## src/rtl/finger_pkg.sv

```systemverilog
// Shared types and helpers for the button debounce scheduler.
// Latency: n/a (declarations only).
// Backpressure: n/a.
//
// Contents: event record {btn index, press bit}, scan FSM state enum,
// and the tick-period computation used by the prescaler.
package finger_pkg;

   // Wide enough for the largest supported bank (16 buttons).
   localparam int BTN_IDX_W = 4;

   typedef struct packed {
      logic [BTN_IDX_W-1:0] btn;
      logic                 press;
   } evt_t;

   typedef enum logic {
      IDLE = 1'b0,
      SCAN = 1'b1
   } scan_st_t;

   // Clock cycles per sample tick.
   function automatic int tick_cyc(input int clk_hz, input int tick_us);
      return (clk_hz / 1_000_000) * tick_us;
   endfunction

endpackage

```

## src/rtl/btn_evt_fifo.sv

```systemverilog
// Synchronous event FIFO with a registered head word.
// Latency: a push into an empty FIFO is visible at the head one cycle later (no bypass).
// Backpressure: head holds while not popped; a push when full is accepted only alongside a pop.
//
// Ports:
//   clk, rst_n        clock, async active-low reset
//   i_push, i_din     write request and data
//   i_pop             read request (ignored when empty)
//   o_head            registered head word
//   o_full, o_empty   occupancy flags
module btn_evt_fifo #(
   parameter int DEPTH = 4,
   parameter int DW    = 5
) (
   input  logic          clk,
   input  logic          rst_n,
   input  logic          i_push,
   input  logic [DW-1:0] i_din,
   input  logic          i_pop,
   output logic [DW-1:0] o_head,
   output logic          o_full,
   output logic          o_empty
);

   localparam int AW = $clog2(DEPTH);

   if (DEPTH < 2 || (DEPTH & (DEPTH - 1)) != 0) begin : g_bad_depth
      $error("btn_evt_fifo: DEPTH must be a power of two >= 2");
   end

   logic [DW-1:0] r_mem [DEPTH];
   logic [AW-1:0] r_wr;
   logic [AW-1:0] r_rd;
   logic [AW:0]   r_cnt;
   logic [DW-1:0] r_head;

   logic          w_do_pop;
   logic          w_do_push;
   logic [AW-1:0] w_rd_nxt;

   assign o_full   = (r_cnt == (AW+1)'(DEPTH));
   assign o_empty  = (r_cnt == '0);
   assign o_head   = r_head;
   assign w_rd_nxt = r_rd + AW'(1);

   assign w_do_pop  = i_pop && !o_empty;
   // A full FIFO still takes a push when the head leaves in the same cycle.
   assign w_do_push = i_push && (!o_full || w_do_pop);

   always_ff @(posedge clk) begin
      if (w_do_push) begin
         r_mem[r_wr] <= i_din;
      end
   end

   always_ff @(posedge clk or negedge rst_n) begin
      if (!rst_n) begin
         r_wr   <= '0;
         r_rd   <= '0;
         r_cnt  <= '0;
         r_head <= '0;
      end else begin
         if (w_do_push) begin
            r_wr <= r_wr + AW'(1);
         end
         if (w_do_pop) begin
            r_rd <= w_rd_nxt;
         end
         r_cnt <= r_cnt + (AW+1)'(w_do_push) - (AW+1)'(w_do_pop);

         // Head register tracks mem[r_rd]; the only case needing i_din
         // directly is when the slot behind the head is the one being written.
         if (w_do_pop) begin
            if (r_cnt > (AW+1)'(1)) begin
               r_head <= r_mem[w_rd_nxt];
            end else if (w_do_push) begin
               r_head <= i_din;
            end
         end else if (o_empty && w_do_push) begin
            r_head <= i_din;
         end
      end
   end

endmodule

```

## src/rtl/btn_scan_sched.sv

```systemverilog
// Shared-tick debounce scheduler: one prescaler, round-robin scan FSM, per-button
// sample histories, debounced levels and a press/release event queue.
// Latency: button i sampled T+1+i after tick T; event visible T+2+i (empty queue).
// Backpressure: evt_valid/evt_ready; events arriving at a full queue are dropped
//   and latch evt_overflow until ovf_clr.
//
// Config macro: BTN_RELEASE_EVT_EN -- when defined, release events are queued as
//   well as presses; when undefined only presses are queued and evt_press is 1.
//
// Ports:
//   clk, rst_n     clock, async active-low reset
//   btn_raw        raw asynchronous pushbuttons
//   btn_level      debounced levels
//   evt_valid/evt_ready/evt_btn/evt_press   head of event queue
//   evt_overflow   sticky drop flag, ovf_clr clears it
module btn_scan_sched
   import finger_pkg::*;
#(
   parameter int N_BTN      = 4,
   parameter int CLK_HZ     = 100_000_000,
   parameter int TICK_US    = 1000,
   parameter int HIST       = 8,
   parameter int FIFO_DEPTH = 4
) (
   input  logic                     clk,
   input  logic                     rst_n,
   input  logic [N_BTN-1:0]         btn_raw,
   output logic [N_BTN-1:0]         btn_level,
   output logic                     evt_valid,
   input  logic                     evt_ready,
   output logic [$clog2(N_BTN)-1:0] evt_btn,
   output logic                     evt_press,
   output logic                     evt_overflow,
   input  logic                     ovf_clr
);

   localparam int IW       = $clog2(N_BTN);
   localparam int TICK_CYC = tick_cyc(CLK_HZ, TICK_US);
   localparam int PW       = $clog2(TICK_CYC);

`ifdef BTN_RELEASE_EVT_EN
   localparam bit REL_EN = 1'b1;
`else
   localparam bit REL_EN = 1'b0;
`endif

   // A full scan must finish before the next tick arrives.
   if (TICK_CYC < N_BTN + 2) begin : g_bad_tick
      $error("btn_scan_sched: TICK_CYC must be >= N_BTN+2");
   end
   if (N_BTN < 2 || N_BTN > 16) begin : g_bad_nbtn
      $error("btn_scan_sched: N_BTN must be 2..16");
   end
   if (HIST < 2) begin : g_bad_hist
      $error("btn_scan_sched: HIST must be >= 2");
   end

   logic [N_BTN-1:0] r_sync1;
   logic [N_BTN-1:0] r_sync2;
   logic [PW-1:0]    r_presc;
   logic [HIST-1:0]  r_hist [N_BTN];
   logic [N_BTN-1:0] r_level;
   logic             r_ovf;
   scan_st_t         r_state;
   logic [IW-1:0]    r_idx;

   scan_st_t         w_state_nxt;
   logic [IW-1:0]    w_idx_nxt;
   logic             w_scan;
   logic             w_tick;
   logic [HIST-1:0]  w_hist_nxt;
   logic             w_rise;
   logic             w_fall;
   logic             w_push;
   logic             w_pop;
   logic             w_drop;
   evt_t             w_push_evt;
   evt_t             w_head;
   logic             w_full;
   logic             w_empty;
   logic             w_unused_head;

   // ---------------- synchronizer (every cycle) ----------------
   always_ff @(posedge clk or negedge rst_n) begin
      if (!rst_n) begin
         r_sync1 <= '0;
         r_sync2 <= '0;
      end else begin
         r_sync1 <= btn_raw;
         r_sync2 <= r_sync1;
      end
   end

   // ---------------- prescaler ----------------
   assign w_tick = (r_presc == PW'(TICK_CYC - 1));

   always_ff @(posedge clk or negedge rst_n) begin
      if (!rst_n) begin
         r_presc <= '0;
      end else if (w_tick) begin
         r_presc <= '0;
      end else begin
         r_presc <= r_presc + PW'(1);
      end
   end

   // ---------------- scan FSM ----------------
   always_ff @(posedge clk or negedge rst_n) begin
      if (!rst_n) begin
         r_state <= IDLE;
         r_idx   <= '0;
      end else begin
         r_state <= w_state_nxt;
         r_idx   <= w_idx_nxt;
      end
   end

   always_comb begin
      w_state_nxt = r_state;
      w_idx_nxt   = r_idx;
      w_scan      = 1'b0;
      case (r_state)
         IDLE: begin
            if (w_tick) begin
               w_state_nxt = SCAN;
               w_idx_nxt   = '0;
            end
         end
         SCAN: begin
            w_scan = 1'b1;
            if (r_idx == IW'(N_BTN - 1)) begin
               w_state_nxt = IDLE;
            end else begin
               w_idx_nxt = r_idx + IW'(1);
            end
         end
         default: begin
            w_state_nxt = IDLE;
         end
      endcase
   end

   // ---------------- history / level ----------------
   // Level decisions look at the history including this cycle's sample.
   assign w_hist_nxt = {r_hist[r_idx][HIST-2:0], r_sync2[r_idx]};
   assign w_rise     = w_scan && (w_hist_nxt == '1) && !r_level[r_idx];
   assign w_fall     = w_scan && (w_hist_nxt == '0) &&  r_level[r_idx];

   always_ff @(posedge clk or negedge rst_n) begin
      if (!rst_n) begin
         for (int i = 0; i < N_BTN; i++) begin
            r_hist[i] <= '0;
         end
         r_level <= '0;
      end else if (w_scan) begin
         r_hist[r_idx] <= w_hist_nxt;
         if (w_rise) begin
            r_level[r_idx] <= 1'b1;
         end else if (w_fall) begin
            r_level[r_idx] <= 1'b0;
         end
      end
   end

   assign btn_level = r_level;

   // ---------------- event queue ----------------
   assign w_push           = w_rise || (REL_EN && w_fall);
   assign w_push_evt.btn   = BTN_IDX_W'(r_idx);
   assign w_push_evt.press = w_rise;
   assign w_pop            = evt_valid && evt_ready;
   assign w_drop           = w_push && w_full && !w_pop;

   btn_evt_fifo #(
      .DEPTH (FIFO_DEPTH),
      .DW    ($bits(evt_t))
   ) u_fifo (
      .clk     (clk),
      .rst_n   (rst_n),
      .i_push  (w_push),
      .i_din   (w_push_evt),
      .i_pop   (w_pop),
      .o_head  (w_head),
      .o_full  (w_full),
      .o_empty (w_empty)
   );

   assign evt_valid = !w_empty;
   assign evt_btn   = w_head.btn[IW-1:0];

`ifdef BTN_RELEASE_EVT_EN
   assign evt_press = w_head.press;
`else
   assign evt_press = 1'b1;
`endif

   // Upper index bits (and press, when releases are not queued) are don't-care.
   assign w_unused_head = ^w_head;

   // A drop in the same cycle as a clear wins, so no loss goes unreported.
   always_ff @(posedge clk or negedge rst_n) begin
      if (!rst_n) begin
         r_ovf <= 1'b0;
      end else if (w_drop) begin
         r_ovf <= 1'b1;
      end else if (ovf_clr) begin
         r_ovf <= 1'b0;
      end
   end

   assign evt_overflow = r_ovf;

endmodule

```

## config.mk

```make
export PLATFORM = sky130hd
export DESIGN_NAME = btn_scan_sched
export DESIGN_NICKNAME = d
export VERILOG_FILES = /design/src/rtl/finger_pkg.sv /design/src/rtl/btn_evt_fifo.sv /design/src/rtl/btn_scan_sched.sv
export SDC_FILE = /design/constraint.sdc
export NUM_CORES = 1
export LEC_CHECK = 0
export BUFFER_PORTS_ARGS = -buffer_cell sky130_fd_sc_hd__buf_2
export CAP_MARGIN = 20
export CORE_AREA = 2 2 100 78
export CTS_BUF_LIST = sky130_fd_sc_hd__clkbuf_4 sky130_fd_sc_hd__clkbuf_8
export CTS_CLUSTER_SIZE = 14
export DETAILED_ROUTE_END_ITERATION = 8
export DIE_AREA = 0 0 102 80
export GPL_TIMING_DRIVEN = 0
export PLACE_DENSITY = 0.77
export SLEW_MARGIN = 5
export SYNTH_ARGS = -nofsm -noshare
export SYNTH_HDL_FRONTEND = slang
export SYNTH_HIERARCHICAL = 1
export SYNTH_SLANG_ARGS = --single-unit
```

## constraint.sdc

```tcl
create_clock -name clk -period 3.5 [get_ports clk]
set_input_delay 0 -clock clk [delete_from_list [all_inputs] [get_ports clk]]
set_output_delay 0 -clock clk [all_outputs]
set_load 0.05 [all_outputs]
```

==> summary.txt, run 1 <==
Max-slew headroom: 48.0%
PnR Total Power: 1.63 mW
Via-to-Cell Ratio: 5.34
Die ar.: 8160 µm²
hold crit path type: primary input to asynchronous set/reset pin
n_diodes: 0
most frequent cells in the layout: dfrtp_1, mux2_2, inv_1
boundary pin count: 17
Crit. End Element: register
Filler Cells Inserted: 602
Setup Skew: 0.00676 ns
reg2reg setup slack: 0.18 ns
fin area: 4150 µm²
reg2reg path depth: 11
Die Span Y: 80 µm
post-synth net total: 296
switching share of power: 21.6%
first-pass GRT wire length: 10900 µm
warnings from Yosys: 6
TritonCTS buffer count: 9
CTS clk-pin slew, worst paths: 0.08 ns
Leakage: 1.93 nW
GR Overflow Total: 0
status: completed
maximum clock rate: 0.301 GHz
kind of critical path: register to register
Site Rows: 27
Post-layout nets: 329
CTS Sinks: 78
DRT Wirelength: 6350 µm
actual slew at the worst max-slew pin: 0.774 ns
critical path data arrival time: 3.57 ns
mapped cell area: 3650 µm²
Synth-to-Final Area Change: 13.6%
final core utilization: 57.9%
CTS tree: built
setup TNS: 0 ns
commonest non-fill, non-tap cell in the layout: dfrtp_1
Port-buffer cells: 15
Worst EP required: 3.75 ns
Max IR drop VDD: 0.000250 V
fin crit share: 94.9%
largest net degree at the start of global routing: 59
Final min period: 3.32 ns
Max Slew Vio Count: 0
CP Launch Type: register
placed cells: 392
gpl congestion: 0.758
Hold Slack: 0.0332 ns
Post-CTS Setup Repair Bufs: 0
Sw Pwr: 351 µW
Remaining DRCs: 0
fraction of layout cells with a size suffix above 1: 28.4%
CTS Root Cell: clkbuf_8
CTS Buffer Depth: 2
Power Internal: 1.27 mW
Flop pwr share: 56.4%
Avg Inst Size Synth: 13.3 µm²
Synth Instances: 275
initial antenna violation count: 0
initial core utilization: 51.0%
Global Route Usage Sum: 18.0%
worst skew pair latency: 0.36 ns
PnR worst setup slack: 0.179 ns
Final Hold Viols: 0
Reg-to-Reg Start: r_idx[0]
Power Dens Cells: 392 nW/µm²
DR vias: 2212
Place WS: 0.0719 ns
crit-path max FO: 10
first-iteration detailed-routing DRC count: 106
number of H-tree levels: 3
post-route insts no fill: 414
WL per Instance: 15.3 µm
total of max-cap violations: 0
Final setup viols: 0
clock share of power: 41.5%
R2R Path End: u_fifo/r_cnt[2]
vias in the first global route: 2208
die width: 102 µm
ANT nets after route: 0
Area after DPL: 3880 µm²
core area: 7160 µm²
First-pass DRT Iterations: 4
hpwl dp: 4200 µm
combinational fraction of design power: 2.1%
## state kept, by name (all words and copies together), names as in the netlist, named ones only
signal / flops
u_fifo/r_mem: 8
r_sync2: 4
r_hist: 28
r_presc: 17
r_sync1: 4
r_idx: 2
u_fifo/r_cnt: 3
u_fifo/r_rd: 2
u_fifo/r_wr: 2
evt_overflow: 1
r_state: 1
u_fifo/o_head: 2
## area by class of cell
class,instances,area (µm²),area share [%]
flip-flops and latches,78,1990,48.1
multi-input cells,169,1540,37.2
repair buffers,22,165,3.98
clock buffers,10,138,3.32
well taps,101,126,3.05
inverters,18,67.6,1.63
clock inverters,6,61.3,1.48
plain buffers,10,51.3,1.24
## per-layer routing
metal	global-route usage [%]	part of all wire (%)
met1	24.3	49
met2	27.0	46
met3	5.78	4.2
met4	7.20	1.6
met5	0	0
## timing repair
action | in CTS | in global routing
endpoints found under the hold margin | 75 | 0
resized for setup | 0 | 3
hold buffers | 6 | 0
endpoints found under the setup margin | 0 | 2
## power groups by stage
stage | registers, mW | logic, mW | clock network, mW
after CTS | 0.917 | 0.0355 | 0.694
after floorplan | 0.935 | 0.00504 | 0
after detailed placement | 0.936 | 0.0303 | 0
after global placement | 0.935 | 0.0254 | 0
final | 0.917 | 0.0339 | 0.674
after global routing | 0.918 | 0.0385 | 0.731
## worst max-delay path, cell delays in order, from the launching register on
cell	delay [ns]
dfrtp_2	0.47
buf_6	0.21
mux4_2	0.55
nand4b_1	0.21
or3_4	0.46
inv_1	0.16
a21boi_4	0.29
a21o_1	0.15
ha_1	0.13
inv_1	0.05
fa_1	0.37
xor2_1	0.16
## how the worst max path moves through the flow
stage	startpoint	endpoint	slack [ns]	cells past startpoint
2_1_floorplan	r_idx[0]	u_fifo/r_cnt[2]	0.45	11
3_3_place_gp	r_idx[0]	u_fifo/r_cnt[2]	0.11	11
3_5_place_dp	r_idx[0]	u_fifo/r_cnt[2]	0.07	11
4_1_cts	r_idx[0]	u_fifo/r_cnt[2]	0.01	11
5_1_grt	r_idx[1]	u_fifo/r_cnt[2]	-0.002	11
6_report	r_idx[0]	u_fifo/r_cnt[2]	0.18	11
Note: power is estimated with default switching activity, not from simulation.
==> run 2, diff against run 1 <==
- PLACE_DENSITY: 0.77 -> 0.85
==> summary.txt, run 2 (same netlist as run 1, synthesis figures left out) <==
core area: 7160 µm²
WL per Instance: 14.8 µm
crit-path max FO: 10
maximum clock rate: 0.300 GHz
reg2reg setup slack: 0.17 ns
placed cells: 392
reg2reg path depth: 11
footprint of the multi-input gates: 1540 µm²
Max IR drop VDD: 0.000319 V
gpl congestion: 0.764
first-iteration detailed-routing DRC count: 120
CTS Root Cell: clkbuf_8
Final Hold Viols: 0
Power Internal: 1.43 mW
first-pass GRT wire length: 10600 µm
number of H-tree levels: 3
Post-layout nets: 329
vias in the first global route: 2222
most frequent cells in the layout: dfrtp_1, mux2_2, inv_1
total of max-cap violations: 0
Die Span Y: 80 µm
TritonCTS buffer count: 9
CP Launch Type: register
Port-buffer cells: 15
Post-CTS Setup Repair Bufs: 0
fin crit share: 95.1%
PnR Total Power: 1.76 mW
Global Route Usage Sum: 17.4%
Worst path slowest cell: mux4_2
Biggest register: r_hist
hpwl dp: 4110 µm
Crit. End Element: register
n_diodes: 0
Largest register FFs: 28
CP peak stage delay: 0.53 ns
Site Rows: 27
status: completed
CTS tree: built
CP startpoint: r_idx[0]
Power Dens Cells: 420 nW/µm²
Reg-to-Reg Start: r_idx[0]
die width: 102 µm
CTS Sinks: 78
Remaining DRCs: 0
post-route insts no fill: 413
crit path capture: u_fifo/r_cnt[2]
Die ar.: 8160 µm²
kind of critical path: register to register
boundary pin count: 17
R2R Path End: u_fifo/r_cnt[2]
Sequential Area: 1990 µm²
Cell Chain, Critical Path: buf_6 > mux4_2 > nand4b_1 > or3_4 > inv_1 > a21boi_2 > a21o_1 > ha_1 > inv_1 > fa_1 > xor2_1
clock share of power: 45.9%
fraction of layout cells with a size suffix above 1: 27.9%
initial antenna violation count: 0
CTS Buffer Depth: 2
Via-to-Cell Ratio: 5.39
DR vias: 2227
actual slew at the worst max-slew pin: 0.737 ns
Flop pwr share: 52.1%
RSZ-0062 raised after global routing: no
ANT nets after route: 0
Synth-to-Final Area Change: 14.6%
First-pass DRT Iterations: 4
Leakage: 1.95 nW
worst skew pair latency: 0.35 ns
CP dominant cell by count: inv_1
Final min period: 3.33 ns
combinational fraction of design power: 1.9%
Setup Skew: 0.00735 ns
top flop regs: r_hist (28), r_presc (17), u_fifo/r_mem (8)
Final setup viols: 0
Worst EP required: 3.74 ns
setup TNS: 0 ns
GR Overflow Total: 0
Filler Cells Inserted: 587
commonest non-fill, non-tap cell in the layout: dfrtp_1
DRT Wirelength: 6120 µm
initial core utilization: 51.0%
largest net degree at the start of global routing: 71
hold crit path type: primary input to asynchronous set/reset pin
Hold Slack: 0.181 ns
Sw Pwr: 334 µW
Max Slew Vio Count: 0
Max-slew headroom: 50.4%
CTS clk-pin slew, worst paths: 0.08 ns
critical path data arrival time: 3.57 ns
switching share of power: 19.0%
## run 2: changes by cell type in the layout (fill, tap and decap cells not counted)
cell,previous run,this run
a21boi_2,0,1
a21boi_4,1,0
bufinv_16,1,3
clkbuf_4,0,1
clkinv_2,3,1
clkinv_4,1,0
clkinvlp_4,1,0
mux4_1,4,5
mux4_2,7,6
## run 2: layout make-up
| cell class | count | share of cell area [%] |
|---|---|---|
| tap | 101 | 3.02 |
| sequential | 78 | 47.6 |
| clock inverter | 4 | 2.27 |
| buffer | 10 | 1.23 |
| timing repair buffer | 22 | 3.95 |
| inverter | 18 | 1.61 |
| multi-input combinational | 169 | 36.8 |
| clock buffer | 11 | 3.47 |
## run 2: timing repair
action                                 in CTS  in global routing
hold buffers                                6                  0
endpoints found under the hold margin      75                  0
resized for setup                           0                  1
setup endpoints to repair                   0                  2
## run 2: metrics by stage
step / util [%] / instance area, µm² / worst slack [ns]
after floorplan: - / 3650 / 0.451
after global placement: 53.8 / 3850 / 0.141
after detailed placement: 54.2 / 3880 / 0.0822
after CTS: 58.4 / 4180 / 0.0693
after global routing: 58.4 / 4180 / 0.0159
final: 58.4 / 4180 / 0.170
## run 2: power by group through the flow
stage,clock (mW),combinational (mW),sequential (mW)
6_report,0.808,0.0336,0.917
5_1_grt,0.866,0.0385,0.918
4_1_cts,0.831,0.0347,0.917
3_5_place_dp,0,0.0295,0.936
3_3_place_gp,0,0.0251,0.935
2_1_floorplan,0,0.00504,0.935
## run 2: how the worst min path moves through the flow
stage	startpoint	end	depth (start not counted)
2_1_floorplan	rst_n	asynchronous set/reset pin	0
3_3_place_gp	btn_raw[2]	r_sync1[2]	1
3_5_place_dp	rst_n	u_fifo/o_head[1]	2
4_1_cts	evt_ready	evt_overflow	3
5_1_grt	evt_ready	evt_overflow	3
6_report	rst_n	u_fifo/o_head[1]	3
## run 2: critical path, delay by kind of cell (launching register included)
family,cells,cell delay (ns)
and+or+nand+nor,2,0.64
muxes,1,0.53
AOI/OAI and AO/OA,2,0.53
adders and majority gates,2,0.50
DFF,1,0.46
buffers and inverters,3,0.40
xor gates and xnor gates,1,0.17
## run 2: metal layers
metal | up-vias | track usage (%) | routed length (µm)
li1 | 1055 | - | -
met1 | 1130 | 23.5 | 2930
met2 | 33 | 26.4 | 2860
met3 | 9 | 5.78 | 255
met4 | 0 | 6.40 | 78
met5 | - | 0 | 0
==> run 3, diff against run 2 <==
- CORE_AREA: 2 2 100 78 -> 2 2 110 85
- DIE_AREA: 0 0 102 80 -> 0 0 112 87
- PLACE_DENSITY: 0.85 -> 0.74
==> summary.txt, run 3 (same netlist as run 1, synthesis figures left out) <==
status: completed
Worst path slowest cell: mux4_2
top flop regs: r_hist (28), r_presc (17), u_fifo/r_mem (8)
commonest non-fill, non-tap cell in the layout: dfrtp_1
Port-buffer cells: 15
reg2reg path depth: 11
core area: 8780 µm²
boundary pin count: 17
Setup Skew: 0.0106 ns
DRT Wirelength: 6340 µm
Final setup viols: 0
Site Rows: 30
CTS Sinks: 78
combinational fraction of design power: 1.7%
Sw Pwr: 333 µW
Filler Cells Inserted: 769
total of max-cap violations: 0
die width: 112 µm
fin crit share: 94.9%
Synth-to-Final Area Change: 14.6%
Cell Chain, Critical Path: buf_6 > mux4_2 > nand4b_1 > or3_4 > inv_1 > a21boi_4 > a21o_1 > ha_1 > inv_1 > fa_1 > xor2_1
CTS Buffer Depth: 2
worst skew pair latency: 0.35 ns
Power Internal: 1.43 mW
switching share of power: 18.8%
Crit. End Element: register
Max IR drop VDD: 0.000201 V
CTS Root Cell: clkbuf_8
Reg-to-Reg Start: r_idx[0]
CP dominant cell by count: inv_1
Largest register FFs: 28
gpl congestion: 0.754
Flop pwr share: 51.9%
Biggest register: r_hist
Remaining DRCs: 0
Power Dens Cells: 422 nW/µm²
most frequent cells in the layout: dfrtp_1, mux2_2, inv_1
Die ar.: 9740 µm²
DR vias: 2198
fraction of layout cells with a size suffix above 1: 28.2%
Place WS: 0.00698 ns
Max Slew Vio Count: 0
critical path data arrival time: 3.56 ns
WL per Instance: 14.9 µm
kind of critical path: register to register
Leakage: 1.94 nW
Worst EP required: 3.74 ns
initial antenna violation count: 0
Via-to-Cell Ratio: 5.18
CP Launch Type: register
clock share of power: 46.4%
Die Span Y: 87 µm
actual slew at the worst max-slew pin: 0.865 ns
first-iteration detailed-routing DRC count: 101
CTS clk-pin slew, worst paths: 0.08 ns
hpwl dp: 4230 µm
crit-path max FO: 10
maximum clock rate: 0.301 GHz
CP peak stage delay: 0.54 ns
PnR worst setup slack: 0.177 ns
Post-CTS Setup Repair Bufs: 0
RSZ-0062 raised after global routing: no
Hold Startpoint: evt_ready
number of H-tree levels: 3
hold crit path type: primary input to register
hold path depth: 3
TritonCTS buffer count: 9
Final min period: 3.32 ns
reg2reg setup slack: 0.18 ns
First-pass DRT Iterations: 4
Global Route Usage Sum: 14.3%
n_diodes: 0
first-pass GRT wire length: 10900 µm
initial core utilization: 41.6%
Post-layout nets: 328
GR Overflow Total: 0
CTS tree: built
largest net degree at the start of global routing: 71
setup TNS: 0 ns
ANT nets after route: 0
Final Hold Viols: 0
WHS Endpoint: evt_overflow
Max-slew headroom: 42.3%
R2R Path End: u_fifo/r_cnt[2]
vias in the first global route: 2255
## run 3: through the flow
| step | std cells | hold WS [ns] | total power, mW | utilization, % | instance area, µm² |
|---|---|---|---|---|---|
| floorplan | 275 | -0.296 | 0.940 | - | 3650 |
| global placement | 402 | 0.109 | 0.960 | 44.0 | 3870 |
| detailed placement | 402 | 0.109 | 0.961 | 44.0 | 3870 |
| CTS | 424 | 0.180 | 1.78 | 47.6 | 4180 |
| global route | 424 | 0.191 | 1.83 | 47.6 | 4180 |
| finish | 424 | 0.187 | 1.77 | 47.6 | 4180 |
## run 3: what timing repair did
item	4_1_cts	5_1_grt
pin swaps	0	0
endpoints found under the setup margin	1	2
hold buffers	6	0
hold endpoints to repair	75	0
gates resized for setup	1	3
## run 3: how the worst max path moves through the flow
stage                     startpoint         endpoint  slack, ns
final                       r_idx[0]  u_fifo/r_cnt[2]       0.18
after global routing        r_idx[0]  u_fifo/r_cnt[2]      0.006
after CTS                   r_idx[1]  u_fifo/r_cnt[2]       0.09
after detailed placement    r_idx[0]  u_fifo/r_cnt[2]      0.007
after global placement      r_idx[0]  u_fifo/r_cnt[2]       0.11
after floorplan             r_idx[0]  u_fifo/r_cnt[2]       0.45
## run 3: area by class of cell
cell class | count | area (µm²) | area share (%)
buffer | 10 | 53.8 | 1.29
clock buffer | 12 | 153 | 3.65
clock inverter | 4 | 95.1 | 2.27
inverter | 18 | 67.6 | 1.61
multi-input combinational | 169 | 1540 | 36.9
sequential | 78 | 1990 | 47.6
tap | 112 | 140 | 3.35
timing repair buffer | 21 | 138 | 3.29
## run 3: critical path, delay by kind of cell (launching register included)
| kind | cells | cell delay, ns |
|---|---|---|
| mux | 1 | 0.54 |
| flops | 1 | 0.47 |
| compound gates | 2 | 0.45 |
| fa+ha+maj | 2 | 0.50 |
| simple gates | 2 | 0.67 |
| buf+inv | 3 | 0.42 |
| xor+xnor | 1 | 0.18 |
## run 3: per-layer routing
| metal | GRT usage [%] | routed length [µm] |
|---|---|---|
| met5 | 0 | 0 |
| met4 | 4.99 | 71 |
| met3 | 4.24 | 292 |
| met2 | 21.9 | 2880 |
| met1 | 19.6 | 3090 |
## run 3: power groups by stage
stage,sequential [mW],combinational (mW),clock (mW)
global route,0.918,0.0346,0.876
finish,0.917,0.0295,0.820
detailed placement,0.935,0.0258,0
floorplan,0.935,0.00504,0
global placement,0.935,0.0248,0
CTS,0.917,0.0309,0.836
